**config.mk**
```make
export PLATFORM = sky130hd
export DESIGN_NAME = uart_tx
export DESIGN_NICKNAME = d
export VERILOG_FILES = /design/src/rtl/uart_tx.sv
export SDC_FILE = /design/constraint.sdc
export NUM_CORES = 1
export LEC_CHECK = 0
export ABC_AREA = 1
export ABC_CLOCK_PERIOD_IN_PS = 2100
export BUFFER_PORTS_ARGS = -buffer_cell sky130_fd_sc_hd__buf_2
export CORE_MARGIN = 8
export CORE_UTILIZATION = 40
export CTS_CLUSTER_SIZE = 30
export DETAILED_ROUTE_END_ITERATION = 16
export PLACE_DENSITY = 0.55
export SETUP_SLACK_MARGIN = 0.02
export SKIP_LAST_GASP = 1
export SLEW_MARGIN = 15
export SYNTH_ARGS = -nofsm -noshare
export SYNTH_HDL_FRONTEND = slang
export SYNTH_SLANG_ARGS = --single-unit
```
**constraint.sdc**
```tcl
create_clock -name i_clk -period 2.1 [get_ports i_clk]
set_clock_uncertainty 0.15 [all_clocks]
set_input_delay 0.105 -clock i_clk [delete_from_list [all_inputs] [get_ports i_clk]]
set_output_delay 0.105 -clock i_clk [all_outputs]
set_load 0.05 [all_outputs]
```
**src/rtl/uart_tx.sv**
```systemverilog
// Bus-attached 8N1 UART transmitter with an internal TX FIFO and an "all sent" interrupt pulse.
// The serial line is registered one clock behind the FSM, so every line bit lasts exactly TICK clocks.
module uart_tx #(
    parameter int SYS_CLK  = 25_000_000,
    parameter int BAUDRATE = 115200,
    parameter int DEPTH    = 8
) (
    input  logic       i_clk,
    input  logic       i_reset,
    input  logic [7:0] i_dat,
    output logic [7:0] o_dat,
    input  logic       i_addr,
    input  logic       i_we,
    input  logic       i_cyc,
    output logic       tx,
    output logic       o_int
);

    localparam int TICK = SYS_CLK / BAUDRATE;
    localparam int AW   = $clog2(DEPTH);
    localparam int CW   = $clog2(TICK);
    localparam logic [CW-1:0] TICK_LAST = CW'(TICK - 1);
    localparam logic [AW:0]   FULL_CNT  = (AW + 1)'(DEPTH);

    typedef enum logic [1:0] {
        IDLE,
        START,
        DATA,
        STOP
    } state_t;

    state_t          state;
    logic [CW-1:0]   baud_cnt;
    logic [2:0]      bit_idx;
    logic [7:0]      shift;

    logic [7:0]      mem [DEPTH];
    logic [AW-1:0]   wr_ptr;
    logic [AW-1:0]   rd_ptr;
    logic [AW:0]     count;
    logic            overflow;

    logic            push_req;
    logic            push;
    logic            pop;
    logic            stat_rd;
    logic            full;
    logic            empty;
    logic            busy;
    logic            bit_done;
    logic            line;

    assign push_req = i_cyc & i_we & ~i_addr;
    assign stat_rd  = i_cyc & ~i_we & i_addr;
    assign full     = (count == FULL_CNT);
    assign empty    = (count == '0);
    assign push     = push_req & ~full;
    assign bit_done = (baud_cnt == TICK_LAST);
    assign busy     = (state != IDLE) | ~empty;

    // The FSM takes the FIFO head when idle, or back-to-back at the end of a stop bit.
    assign pop = ~empty & ((state == IDLE) | ((state == STOP) & bit_done));

    always_comb begin
        line = 1'b1;
        case (state)
            START:   line = 1'b0;
            DATA:    line = shift[bit_idx];
            default: line = 1'b1;
        endcase
    end

    assign o_dat = i_addr ? {5'd0, overflow, busy, full} : 8'd0;

    always_ff @(posedge i_clk) begin
        if (push) begin
            mem[wr_ptr] <= i_dat;
        end
    end

    always_ff @(posedge i_clk) begin
        if (i_reset) begin
            wr_ptr   <= '0;
            rd_ptr   <= '0;
            count    <= '0;
            overflow <= 1'b0;
        end else begin
            if (push) begin
                wr_ptr <= wr_ptr + 1'b1;
            end
            if (pop) begin
                rd_ptr <= rd_ptr + 1'b1;
            end
            case ({push, pop})
                2'b10:   count <= count + 1'b1;
                2'b01:   count <= count - 1'b1;
                default: count <= count;
            endcase
            // A dropped write is judged on the count before this edge, even if a pop coincides.
            if (push_req & full) begin
                overflow <= 1'b1;
            end else if (stat_rd) begin
                overflow <= 1'b0;
            end
        end
    end

    always_ff @(posedge i_clk) begin
        if (i_reset) begin
            state    <= IDLE;
            baud_cnt <= '0;
            bit_idx  <= '0;
            tx       <= 1'b1;
            o_int    <= 1'b0;
        end else begin
            o_int <= 1'b0;
            tx    <= line;
            case (state)
                IDLE: begin
                    baud_cnt <= '0;
                    if (pop) begin
                        shift <= mem[rd_ptr];
                        state <= START;
                    end
                end
                START: begin
                    if (bit_done) begin
                        baud_cnt <= '0;
                        bit_idx  <= '0;
                        state    <= DATA;
                    end else begin
                        baud_cnt <= baud_cnt + 1'b1;
                    end
                end
                DATA: begin
                    if (bit_done) begin
                        baud_cnt <= '0;
                        if (bit_idx == 3'd7) begin
                            state <= STOP;
                        end else begin
                            bit_idx <= bit_idx + 1'b1;
                        end
                    end else begin
                        baud_cnt <= baud_cnt + 1'b1;
                    end
                end
                STOP: begin
                    if (bit_done) begin
                        baud_cnt <= '0;
                        if (pop) begin
                            shift <= mem[rd_ptr];
                            state <= START;
                        end else begin
                            state <= IDLE;
                            o_int <= 1'b1;
                        end
                    end else begin
                        baud_cnt <= baud_cnt + 1'b1;
                    end
                end
                default: begin
                    state    <= IDLE;
                    baud_cnt <= '0;
                end
            endcase
        end
    end

endmodule

```
==> summary.md, run 1 <==
| Metric | Value |
|---|---|
| CTS clk-pin slew, worst paths | 0.10 ns |
| Final setup violation count | 0 |
| HP Start | i_addr |
| Core footprint | 0.0107 mm² |
| R2R Path Start | baud_cnt[1] |
| Row Count | 38 |
| N_diodes | 0 |
| Ports | 23 |
| Post-Syn Area | 0.00433 mm² |
| Total track usage | 0.121 |
| Post-placement cell count | 589 |
| Number of synthesized register bits | 101 |
| CTS tree | yes |
| GPL Wtd Cong | 0.794 |
| Synth Instances | 412 |
| Largest net degree at the start of global routing | 33 |
| Num CTS Buffers | 9 |
| Top cell type's share of synthesized area | 0.500 |
| Crit path launch | baud_cnt[1] |
| Netlist cell types | 33 |
| Total clock sinks | 101 |
| Net Sw Frac | 0.351 |
| DR vias | 2892 |
| Die Wd | 120 µm |
| Synth Area per Inst | 10.5 µm² |
| Final Hold Fails | 0 |
| Slew Limit Fails | 0 |
| Die area | 0.0144 mm² |
| Worst-path cell chain | inv_2, ha_4, inv_2, nor2_4, nand3_2, nand2_2, nand2_4, inv_4, ha_4, xor2_2, ha_2, a21oi_2, xnor2_1, o21ai_1, inv_1 |
| Multi-input logic area | 0.00145 mm² |
| Initial core utilization | 0.405 |
| Crit-path slowest cell | dfxtp_2 |
| Number of global-route vias before repair | 2851 |
| Drt via density | 4.69 |
| Switching power | 0.00194 W |
| Crit Path Max Fanout | 3 |
| CP Launch Type | register |
| Slowest stage delay, CP | 0.34 ns |
| Outcome | complete, no violations |
| Maximum vdd drop | 490 µV |
| DRT Wirelength | 8320 µm |
| IO buf count | 17 |
| FF-to-FF path depth | 15 |
| Fmax | 490 MHz |
| Int Pwr | 0.00358 W |
| Die H | 120 µm |
| Static leakage | 1.97 nW |
| Post-CTS Setup Bufs | 0 |
| Worst setup EP type | register |
| Fin crit share | 0.972 |
| Register area | 0.00275 mm² |
| Register share of total power | 0.438 |
| Ys Warns | 0 |
| CTS max path bufs | 2 |
| Post-synth top area cell | edfxtp_1 |
| Layout net count | 499 |
| Fill cells | 990 |
| Hpwl dp | 5450 µm |
| Setup TNS | 0 ns |
| Hold crit path type | in2reg |
| Max-Cap Viols | 0 |
| Combinational share of power | 0.354 |
| Clock power share | 0.208 |
| Skew-Pair Late Insertion Delay | 0.37 ns |
| Power per cell area | 1070 mW/mm² |
| Final Util | 0.481 |
| Final Non-Filler Cells | 617 |
| Sequential share of the synthesized area | 0.634 |
| Critical Path RT | 2.22 ns |
| H-Tree Level Count | 3 |
| Avg WL per Cell | 13.5 µm |
| Area growth, synth to finish | 18.8% |
| CP Data Arrival Time | 2.16 ns |
| First-pass GRT wire length | 13700 µm |
| Critical setup path kind | reg2reg |
| Most common cell after layout, fill and taps aside | edfxtp_1 |
| Root Driver | clkbuf_8 |
| Layout cell share with drive strength beyond 1 | 0.193 |
| Worst hold stages | 5 |
| Initial antenna violation count | 0 |
| RSZ-0062 raised after global routing | yes |
| Tmin final | 2.04 ns |
| Initial drt markers | 145 |
| Remaining DRCs | 0 |
| Most frequent cells in the layout | 72 x edfxtp_1, 67 x nand2_1, 66 x nor2_1, 33 x buf_4, 28 x inv_1 |
| Largest cells by area after synthesis | edfxtp_1 50%, dfxtp_1 13%, nor2_1 5.9% |
| Grt ovf | 0 |
| ANT nets after route | 0 |
| Drt pass-1 iters | 4 |
-- sequential cells by signal, summed over array words and instances (netlist names), named ones only --
| signal | count |
|---|---|
| o_int | 1 |
| baud_cnt | 8 |
| rd_ptr | 3 |
| tx | 1 |
| count | 4 |
| shift | 8 |
| mem | 64 |
| overflow | 1 |
| state | 2 |
| bit_idx | 3 |
| wr_ptr | 3 |
-- routing by layer --
metal / global-route usage / routed length [µm]
met1: 0.148 / 3900
met2: 0.200 / 3960
met3: 0.0357 / 354
met4: 0.0414 / 102
met5: 0 / 0
-- critical path: cells and delay by family (launching register included) --
kind,cells,cell delay (ns)
xor gates and xnor gates,2,0.28
AOI/OAI and AO/OA,2,0.16
adders and majority gates,3,0.49
buffers and inverters,4,0.20
DFF,1,0.34
and+or+nand+nor,4,0.33
-- final timing paths --
| kind | end | slack (ns) |
|---|---|---|
| max | count[2] | 0.06 |
| min | wr_ptr[1] | 0.26 |
| max reg2reg | count[2] | 0.06 |
| min reg2reg | state[0] | 0.34 |
-- synthesized netlist by cell type --
cell type  instances
o211ai_1           2
o21ai_2            2
ha_1              14
o32ai_1           16
nor3_1            11
edfxtp_1          72
dfxtp_1           29
clkinv_1           1
buf_4              5
xor2_1             4
nor2_2             1
nand2_4            1
nand2_2            3
o21ai_1            2
nor3b_1            4
o21ai_0           25
nand3b_1           1
conb_1             1
nor2_1            68
nand3_1           11
a31oi_1            1
inv_2              1
buf_2              5
a211oi_1           2
a21oi_1           17
clkbuf_1           7
nand2_1           67
inv_1             32
inv_4              1
nand4_1            3
or2_0              1
nand3_2            1
xnor2_1            1
-- cells by family after synthesis --
| family | synth area share |
|---|---|
| AOI/OAI and AO/OA | 0.0957 |
| xor gates and xnor gates | 0.0101 |
| adders and majority gates | 0.0405 |
| buffers and inverters | 0.0515 |
| DFF | 0.634 |
| other | 0.000866 |
| and+or+nand+nor | 0.168 |
-- power by group through the flow --
stage / Clock [W] / Sequential, W / Combinational (W)
2_1_floorplan: 0 / 0.00248 / 0.00122
3_3_place_gp: 0 / 0.00245 / 0.00179
3_5_place_dp: 0 / 0.00246 / 0.00181
4_1_cts: 0.00119 / 0.00241 / 0.00188
5_1_grt: 0.00126 / 0.00244 / 0.00219
6_report: 0.00115 / 0.00241 / 0.00195
-- per-stage QoR --
step / power (W) / cell area (µm²) / worst slack, ns / hold WS, ns
global route: 0.00589 / 5140 / -0.105 / 0.278
detailed placement: 0.00427 / 4780 / -0.0356 / 0.233
finish: 0.00552 / 5140 / 0.0592 / 0.259
floorplan: 0.00370 / 4360 / -0.0653 / 0.0539
CTS: 0.00549 / 5100 / 0.0202 / 0.217
global placement: 0.00424 / 4780 / -0.0235 / 0.229
-- timing repair --
item | in CTS | in global routing
setup endpoints to repair | 3 | 4
resized for setup | 8 | 12
pin swaps | 4 | 8
hold endpoints to repair | 73 | 0
hold buffers | 12 | 0
-- layout make-up --
class / instances / area share
Clock buffer: 10 / 0.0248
Clock inverter: 6 / 0.0102
Inverter: 35 / 0.0260
Multi-Input combinational cell: 263 / 0.282
Sequential cell: 101 / 0.534
Tap cell: 140 / 0.0341
Timing Repair Buffer: 62 / 0.0881
(Power assumes the default switching activity.)
==> run 2: changes to the inputs <==
--- a/config.mk
+++ b/config.mk
@@ -8,7 +8,6 @@
 export ABC_AREA = 1
 export ABC_CLOCK_PERIOD_IN_PS = 2100
 export BUFFER_PORTS_ARGS = -buffer_cell sky130_fd_sc_hd__buf_2
-export CORE_MARGIN = 8
 export CORE_UTILIZATION = 40
 export CTS_CLUSTER_SIZE = 30
 export DETAILED_ROUTE_END_ITERATION = 16
==> constraint.sdc (replaced) <==
create_clock -name i_clk -period 2.1 [get_ports i_clk]
set_clock_uncertainty 0.15 [all_clocks]
set_input_delay 0.42 -clock i_clk [delete_from_list [all_inputs] [get_ports i_clk]]
set_output_delay 0.42 -clock i_clk [all_outputs]
set_load 0.05 [all_outputs]
==> summary.md, run 2 (same netlist as run 1, synthesis figures left out) <==
| Metric | Value |
|---|---|
| CTS tree | yes (unchanged) |
| N_diodes | 0 (unchanged) |
| CTS max path bufs | 2 (unchanged) |
| ANT nets after route | 0 (unchanged) |
| Tmin final | 2.07 ns (was 2.04 ns) |
| Critical Path RT | 2.21 ns (was 2.22 ns) |
| Fill cells | 972 (was 990) |
| Most frequent cells in the layout | 72 x edfxtp_1, 66 x nand2_1, 65 x nor2_1, 35 x buf_4, 28 x inv_1 (was 72 x edfxtp_1, 67 x nand2_1, 66 x nor2_1, 33 x buf_4, 28 x inv_1) |
| DR vias | 2910 (was 2892) |
| Die H | 106 µm (was 120 µm) |
| CTS clk-pin slew, worst paths | 0.10 ns (about the same) |
| Fmax | 483 MHz (was 490 MHz) |
| Remaining DRCs | 0 (unchanged) |
| Total clock sinks | 101 (unchanged) |
| Layout cell share with drive strength beyond 1 | 0.209 (was 0.193) |
| Outcome | complete, no violations (unchanged) |
| Largest net degree at the start of global routing | 33 (unchanged) |
| WHS | 0.191 ns (was 0.259 ns) |
| Avg WL per Cell | 13.9 µm (was 13.5 µm) |
| Area growth, synth to finish | 16.7% (was 18.8%) |
| IO buf count | 17 (unchanged) |
| GPL Wtd Cong | 0.778 (was 0.794) |
| Slew Limit Fails | 0 (unchanged) |
| Initial core utilization | 0.415 (was 0.405) |
| Post-placement cell count | 584 (was 589) |
| Maximum vdd drop | 404 µV (was 490 µV) |
| RSZ-0062 raised after global routing | yes (unchanged) |
| Final Util | 0.485 (was 0.481) |
| Final setup violation count | 0 (unchanged) |
| Hpwl dp | 5520 µm (was 5450 µm) |
| H-Tree Level Count | 3 (unchanged) |
| Most common cell after layout, fill and taps aside | edfxtp_1 (unchanged) |
| Fin crit share | 0.986 (was 0.972) |
| Max-Cap Viols | 0 (unchanged) |
| Layout net count | 488 (was 499) |
| Number of global-route vias before repair | 2749 (was 2851) |
| Core footprint | 0.0104 mm² (was 0.0107 mm²) |
| Tot Pwr | 0.00562 W (was 0.00552 W) |
| Grt ovf | 0 (unchanged) |
| Num CTS Buffers | 9 (unchanged) |
| Static leakage | 1.93 nW (was 1.97 nW) |
| Skew-Pair Late Insertion Delay | 0.35 ns (was 0.37 ns) |
| Die Wd | 106 µm (was 120 µm) |
| Total track usage | 0.160 (was 0.121) |
| Drt via density | 4.84 (was 4.69) |
| Max FFs per register | 64 (unchanged) |
| Crit Path Max Fanout | 4 (was 3) |
| Critical setup path kind | reg2reg (unchanged) |
| Reg with most FFs | mem (unchanged) |
| Initial drt markers | 102 (was 145) |
| Worst setup EP type | register (unchanged) |
| CP Launch Type | register (unchanged) |
| Initial antenna violation count | 0 (unchanged) |
| Biggest regs | mem (64), baud_cnt (8), shift (8) (unchanged) |
| DRT Wirelength | 8360 µm (was 8320 µm) |
| R2r setup slk | 0.03 ns (was 0.06 ns) |
| Root Driver | clkbuf_8 (unchanged) |
| Final Non-Filler Cells | 601 (was 617) |
| Final Hold Fails | 0 (unchanged) |
| Row Count | 37 (was 38) |
| Hold crit path type | in2reg (unchanged) |
| Power per cell area | 1110 mW/mm² (was 1070 mW/mm²) |
| CP Data Arrival Time | 2.18 ns (was 2.16 ns) |
| First-pass GRT wire length | 13500 µm (was 13700 µm) |
| Drt pass-1 iters | 4 (unchanged) |
| Ports | 23 (unchanged) |
| Hold-fix buffers, CTS | 0 (was 12) |
| Die area | 0.0112 mm² (was 0.0144 mm²) |
-- run 2: cell count changes in the layout (fill, tap and decap cells not counted), sizes merged --
cell	change
clkbuf	-1
buf	+1
bufinv	+1
dlygate4sd3	-12
clkinvlp	+1
inv	-2
-- run 2: where the power goes --
part	switching [W]	leakage (nW)	internal (W)	total, W
sequential	0.0000856	0.888	0.00234	0.00242
clock	0.000673	0.0980	0.000560	0.00123
combinational	0.00119	0.939	0.000777	0.00197
total	0.00195	1.93	0.00367	0.00562
-- run 2: layout make-up --
type                            instances  area, µm²  area share
Sequential cell                       101       2750       0.544
Multi-Input combinational cell        263       1460       0.289
Timing Repair Buffer                   51        343      0.0679
Tap cell                              136        170      0.0337
Inverter                               35        134      0.0265
Clock buffer                            9        124      0.0245
Clock inverter                          6       71.3      0.0141
-- run 2: critical path: stages (launching register included) --
cell,delay (ns)
dfxtp_2,0.34
inv_2,0.06
ha_4,0.13
inv_2,0.04
nor2_4,0.10
nand3_2,0.09
nand2_2,0.10
nand2_4,0.07
inv_4,0.06
ha_4,0.15
xor2_2,0.16
ha_2,0.21
a21oi_2,0.04
xnor2_1,0.12
o21ai_1,0.12
inv_1,0.04
-- run 2: final timing paths --
check,start,end,cells after the start
worst max register to register,baud_cnt[1],count[2],15
worst min-delay path,i_dat[7],mem[7][7],1
worst min register to register,overflow,overflow,2
worst max-delay path,baud_cnt[1],count[2],15
-- run 2: metrics by stage --
step                      instance area (µm²)  setup TNS [ns]  worst slack [ns]
after floorplan                          4360          -0.586           -0.0653
after global placement                   4760         -0.0300           -0.0300
after detailed placement                 4760          -0.128           -0.0833
after CTS                                4980               0           0.00631
after global routing                     5050          -0.272            -0.115
final                                    5050               0            0.0294
-- run 2: metal layers --
metal  wire (µm)  global-route usage  vias up
met5           0                   0        -
met4          95              0.0685        0
met3         218              0.0331        6
met2        4000               0.260       38
met1        4040               0.209     1364
li1            -                   -     1502
-- run 2: timing repair --
action                                  in CTS  in global routing
endpoints found under the setup margin       4                  6
pin swaps                                    4                 10
setup buffers                                0                  2
cloned                                       0                  0
resized for setup                            7                 16
